`config.mk`:
```
export PLATFORM = sky130hd
export DESIGN_NAME = bit_serializer
export DESIGN_NICKNAME = d
export VERILOG_FILES = /design/src/rtl/bit_serializer.sv
export SDC_FILE = /design/constraint.sdc
export NUM_CORES = 1
export LEC_CHECK = 0
export BUFFER_PORTS_ARGS = -buffer_cell sky130_fd_sc_hd__buf_2
export CAP_MARGIN = 10
export CORE_MARGIN = 2
export CORE_UTILIZATION = 47
export DETAILED_ROUTE_END_ITERATION = 8
export PLACE_DENSITY = 0.69
export SLEW_MARGIN = 20
export SYNTH_ARGS = -nofsm -noshare
export SYNTH_HDL_FRONTEND = slang
export SYNTH_SLANG_ARGS = --single-unit
```
`constraint.sdc`:
```
create_clock -name clk -period 2.41 [get_ports clk]
set_input_delay 0 -clock clk [delete_from_list [all_inputs] [get_ports clk]]
set_output_delay 0 -clock clk [all_outputs]
set_load 0.05 [all_outputs]
```
`src/rtl/bit_serializer.sv`:
```
// -----------------------------------------------------------------------------
// bit_serializer
//
// Parallel-to-serial front end for the sequence detector. WIDTH-bit words are
// accepted over a valid/ready handshake and shifted out one bit per clock on
// ser_out. A single holding register lets a second word queue up while the
// current one is shifting, so back-to-back words stream with no idle bit in
// between.
//
// Handshake: a word is accepted at a rising edge where data_valid && data_ready.
// data_ready is simply "holding register empty". data_in is only sampled at the
// accept edge; the producer may change it freely while data_ready is low.
//
// Parameters:
//   WIDTH     word length in bits (>= 2)
//   MSB_FIRST 1: bit WIDTH-1 leaves first, 0: bit 0 leaves first
//   IDLE_BIT  level on ser_out whenever no data bit is presented
//
// Ports:
//   clk        rising-edge clock
//   rst        asynchronous, active-high reset
//   data_in    parallel word to serialize
//   data_valid data_in is valid
//   data_ready block can accept a word this cycle
//   ser_out    registered serial bit (feeds the detector's in_seq)
//   ser_valid  registered, ser_out carries a data bit
//   word_done  registered, high while ser_out carries the last bit of a word
//   busy       a word is shifting or the holding register is occupied
//   state_dbg  current FSM state (0 = IDLE, 1 = SHIFT) for checkers
// -----------------------------------------------------------------------------
module bit_serializer #(
  parameter int   WIDTH     = 8,
  parameter bit   MSB_FIRST = 1'b1,
  parameter logic IDLE_BIT  = 1'b0
) (
  input  logic             clk,
  input  logic             rst,
  input  logic [WIDTH-1:0] data_in,
  input  logic             data_valid,
  output logic             data_ready,
  output logic             ser_out,
  output logic             ser_valid,
  output logic             word_done,
  output logic             busy,
  output logic             state_dbg
);

  localparam int CW = $clog2(WIDTH);
  localparam logic [CW-1:0] CNT_LAST = CW'(WIDTH - 1);
  localparam logic [CW-1:0] CNT_ONE  = CW'(1);
  localparam logic [CW-1:0] CNT_ZERO = '0;

  typedef enum logic {
    IDLE  = 1'b0,
    SHIFT = 1'b1
  } state_t;

  state_t           state;
  logic [WIDTH-1:0] shreg;
  logic [CW-1:0]    cnt;
  logic [WIDTH-1:0] hold_reg;
  logic             hold_full;

  // Control decode
  logic             accept;
  logic             last_bit;
  logic             load_en;
  logic             load_from_hold;
  logic             to_hold;
  logic [WIDTH-1:0] load_word;

  // Bit that leaves first from a word, honoring the bit order.
  function automatic logic first_bit(input logic [WIDTH-1:0] w);
    if (MSB_FIRST) return w[WIDTH-1];
    else           return w[0];
  endfunction

  // Shift the word so the next bit to present sits in the first_bit slot.
  function automatic logic [WIDTH-1:0] advance(input logic [WIDTH-1:0] w);
    if (MSB_FIRST) return {w[WIDTH-2:0], 1'b0};
    else           return {1'b0, w[WIDTH-1:1]};
  endfunction

  always_comb begin
    accept         = 1'b0;
    last_bit       = 1'b0;
    load_from_hold = 1'b0;
    load_en        = 1'b0;
    to_hold        = 1'b0;
    load_word      = data_in;

    accept   = data_valid && !hold_full;
    last_bit = (state == SHIFT) && (cnt == CNT_ZERO);

    // At the last-bit edge a held word has priority. A direct accept cannot
    // collide with it because data_ready is low whenever hold_full is set.
    load_from_hold = last_bit && hold_full;

    if (load_from_hold) begin
      load_en   = 1'b1;
      load_word = hold_reg;
    end else if (accept && ((state == IDLE) || last_bit)) begin
      load_en   = 1'b1;
      load_word = data_in;
    end

    // Mid-word accept parks the word in the holding register.
    to_hold = accept && (state == SHIFT) && (cnt != CNT_ZERO);
  end

  always_ff @(posedge clk or posedge rst) begin
    if (rst) begin
      state     <= IDLE;
      shreg     <= '0;
      cnt       <= CNT_ZERO;
      hold_reg  <= '0;
      hold_full <= 1'b0;
      ser_out   <= IDLE_BIT;
      ser_valid <= 1'b0;
      word_done <= 1'b0;
    end else begin
      // Shift path
      if (load_en) begin
        // The first bit goes straight onto ser_out; shreg keeps the rest.
        state     <= SHIFT;
        shreg     <= advance(load_word);
        ser_out   <= first_bit(load_word);
        ser_valid <= 1'b1;
        cnt       <= CNT_LAST;
        word_done <= 1'b0;
      end else if ((state == SHIFT) && (cnt != CNT_ZERO)) begin
        shreg     <= advance(shreg);
        ser_out   <= first_bit(shreg);
        ser_valid <= 1'b1;
        cnt       <= cnt - CNT_ONE;
        // Counter reaching zero means this edge presents the final bit.
        word_done <= (cnt == CNT_ONE);
      end else begin
        state     <= IDLE;
        ser_out   <= IDLE_BIT;
        ser_valid <= 1'b0;
        cnt       <= CNT_ZERO;
        word_done <= 1'b0;
      end

      // Holding register
      if (load_from_hold) begin
        hold_full <= 1'b0;
      end else if (to_hold) begin
        hold_reg  <= data_in;
        hold_full <= 1'b1;
      end
    end
  end

  assign data_ready = !hold_full;
  assign busy       = (state == SHIFT) || hold_full;
  assign state_dbg  = state;

endmodule

```
==> impl_metrics.env <==
export IMPL_clk_path_buf_depth=2
export IMPL_holdWs_ns=0.0810
export IMPL_wl_um=1710
export IMPL_power_leakage_nw=0.610
export IMPL_overflow=0
export IMPL_synth_adder_area_share_pct=3.64
export IMPL_instances_no_fill=135
export IMPL_avgRoutedWirePerCell_um=12.7
export IMPL_grt_pass1_vias=658
export IMPL_synth_top_family_by_area="multiplexers"
export IMPL_worst_pin_slew_ns=0.850
export IMPL_die_w_um=50.9
export IMPL_cp_required_ns=2.60
export IMPL_synth_compound_area_share_pct=11.3
export IMPL_rsz0062_at_grt="no"
export IMPL_area_delta_synth_final_pct=20.7
export IMPL_synth_xor_xnor_area_share_pct=0.848
export IMPL_cp_start_kind="register"
export IMPL_fillers=179
export IMPL_syn_avg_cell_area_um2=12.6
export IMPL_gp_congestion=0.754
export IMPL_drtAntennaViolNets=0
export IMPL_nets=123
export IMPL_htree_levels=1
export IMPL_grt_pass1_wl_um=2850
export IMPL_cts_resized=0
export IMPL_synth_mux_area_share_pct=17.6
export IMPL_finalCritPeriodShare_pct=72.9
export IMPL_track_usage_pct=14.8
export IMPL_via_count=692
export IMPL_cts_sinks=23
export IMPL_crit_arrival_ns=1.95
export IMPL_fin_crit_ns=1.76
export IMPL_crit_path_end_kind="register"
export IMPL_hpwlAfterDp_um=1120
export IMPL_dp_cells=122
export IMPL_status="finished clean"
export IMPL_cts_buffers=3
export IMPL_finalSetupViolations=0
export IMPL_io_buffers=16
export IMPL_drt_initial_drc_count=17
export IMPL_cp_cell_sequence="inv_1 -> ha_1 -> nand4b_1 -> mux2i_1 -> o21ai_0"
export IMPL_insertion_delay_ns=0.31
export IMPL_routed_via_density=5.13
export IMPL_start_util_pct=51.1
export IMPL_ys_seq_area_share_pct=55.8
export IMPL_crit_family="simple AND/OR/NAND/NOR gates"
export IMPL_worstRegToRegCells=5
export IMPL_critPathLaunch="cnt[0]"
export IMPL_crit_type="reg -> reg"
export IMPL_cp_max_fo=9
export IMPL_firstDrtPassIters=4
export IMPL_antenna_found_initial=0
export IMPL_yosys_warnings=0
export IMPL_fp_coreArea_um2=2020
export IMPL_clock_root_buffer="clkbuf_4"
export IMPL_slew_viol_final=0
export IMPL_ir_worst_vdd_mv=0.558
export IMPL_rr_endpoint="shreg[3]"
export IMPL_drcViolationCount=0
export IMPL_synthDistinctLibCells=20
export IMPL_setup_tns_ns=0
export IMPL_cts_tree="built"
export IMPL_grt_max_degree=24
export IMPL_drv_cap=0
export IMPL_power_total_mw=1.33
export IMPL_r2r_start="cnt[0]"
export IMPL_clkTransAtPathRegs_ns=0.12
export IMPL_final_layout_size_suffix_gt1_share_pct=31.5
export IMPL_rows=16
export IMPL_synth_fp_nets=96
export IMPL_power_density_nw_per_um2=1070
export IMPL_crit_path_max_incr_delay_ns=0.51
export IMPL_multi_input_area_um2=417
export IMPL_io_pin_count=17
export IMPL_min_path_type="in -> reg"
export IMPL_largest_register_ffs=8
export IMPL_hold_viol_final=0
export IMPL_die_h_um=50.9
export IMPL_crit_buf_inv=1
export IMPL_syn_area_um2=1030
export IMPL_synth_seq_cells=23
export IMPL_final_common_cell="dfrtp_1"
export IMPL_seq_area_um2=576
export IMPL_final_cell_mix="dfrtp_1, buf_2, mux2_2, dlygate4sd3_1"
export IMPL_fin_worst_skew_ns=0.00476
export IMPL_synthCells=82
export IMPL_synth_simple_area_share_pct=7.03
export IMPL_crit_path_end="shreg[3]"
export IMPL_slew_headroom_pct=43.2
export IMPL_fmax_ghz=0.569
export IMPL_path_depth=5
export IMPL_dieArea_um2=2590
export IMPL_worst_r2r_setup_slack_ns=0.65
export IMPL_antenna_cells=0
export IMPL_crit_path_top_delay_cell="nand4b_1"
-- cell usage after synthesis --
cell | instances | area [um^2]
dfrtp_1 | 23 | 576
a21oi_2 | 1 | 8.76
nand3_4 | 1 | 17.5
a21boi_0 | 1 | 7.51
a21oi_1 | 3 | 15.0
nand2b_2 | 1 | 8.76
mux2_2 | 9 | 101
or2_2 | 1 | 6.26
nand2_1 | 4 | 15.0
nand4b_1 | 1 | 8.76
buf_2 | 2 | 10.0
and2_4 | 1 | 8.76
a22oi_1 | 6 | 45.0
o21ai_0 | 8 | 40.0
inv_1 | 6 | 22.5
ha_1 | 3 | 37.5
nor3b_1 | 1 | 7.51
buf_4 | 1 | 7.51
mux2i_1 | 8 | 80.1
xnor2_1 | 1 | 8.76
-- final cells by class --
| cell class | count | share of cell area [%] |
|---|---|---|
| flip-flops and latches | 23 | 46.2 |
| multi-input cells | 50 | 33.4 |
| repair buffers | 25 | 13.7 |
| well taps | 27 | 2.71 |
| clock buffers | 3 | 1.81 |
| inverters | 6 | 1.81 |
| clock inverters | 1 | 0.402 |
-- report_power, final --
part / leakage (nW) / total (mW) / switching [mW] / internal (mW)
logic: 0.315 / 0.526 / 0.290 / 0.236
clock network: 0.0177 / 0.177 / 0.115 / 0.0621
registers: 0.277 / 0.628 / 0.0840 / 0.544
-- routing by layer --
metal | GRT usage [%] | up-vias | share of wire, %
met1 | 19.4 | 332 | 47
met2 | 24.6 | 18 | 48
met3 | 2.63 | 4 | 3.9
met4 | 5.41 | 0 | 1.2
li1 | - | 338 | -
met5 | 0 | - | 0
-- per-stage QoR --
step / setup slack (ns) / cell area, um^2 / utilization (%)
5_1_grt: 0.478 / 1250 / 61.6
2_1_floorplan: 0.885 / 1030 / -
6_report: 0.654 / 1250 / 61.6
3_3_place_gp: 0.728 / 1130 / 55.8
3_5_place_dp: 0.677 / 1130 / 55.8
4_1_cts: 0.637 / 1250 / 61.6
-- worst register-to-register path, delay by kind of cell, from the launching register on --
| family | cells | cell delay (ns) |
|---|---|---|
| DFF | 1 | 0.42 |
| adders and majority gates | 1 | 0.19 |
| muxes | 1 | 0.32 |
| and+or+nand+nor | 1 | 0.51 |
| AOI/OAI and AO/OA | 1 | 0.11 |
| buffers and inverters | 1 | 0.09 |
-- kinds of logic (layout without fill, tap and decap cells) --
group | count (synthesis) | count (layout)
xor gates and xnor gates | 1 | 1
DFF | 23 | 23
muxes | 17 | 17
and+or+nand+nor | 10 | 10
buffers and inverters | 9 | 35
AOI/OAI and AO/OA | 19 | 19
adders and majority gates | 3 | 3
-- worst min path at each step --
stage                     startpoint     endpoint  cells past startpoint
after floorplan                  rst       cnt[0]                      1
final                     data_valid    hold_full                      3
after global placement           rst  hold_reg[0]                      2
after CTS                 data_valid    hold_full                      3
after global routing      data_valid    hold_full                      3
after detailed placement         rst  hold_reg[0]                      2
-- repair_timing --
action	CTS	global route
endpoints found under the hold margin	35	0
hold buffers	9	0
buffers inserted	0	0
No activity file was read; power rests on OpenSTA's default activity.
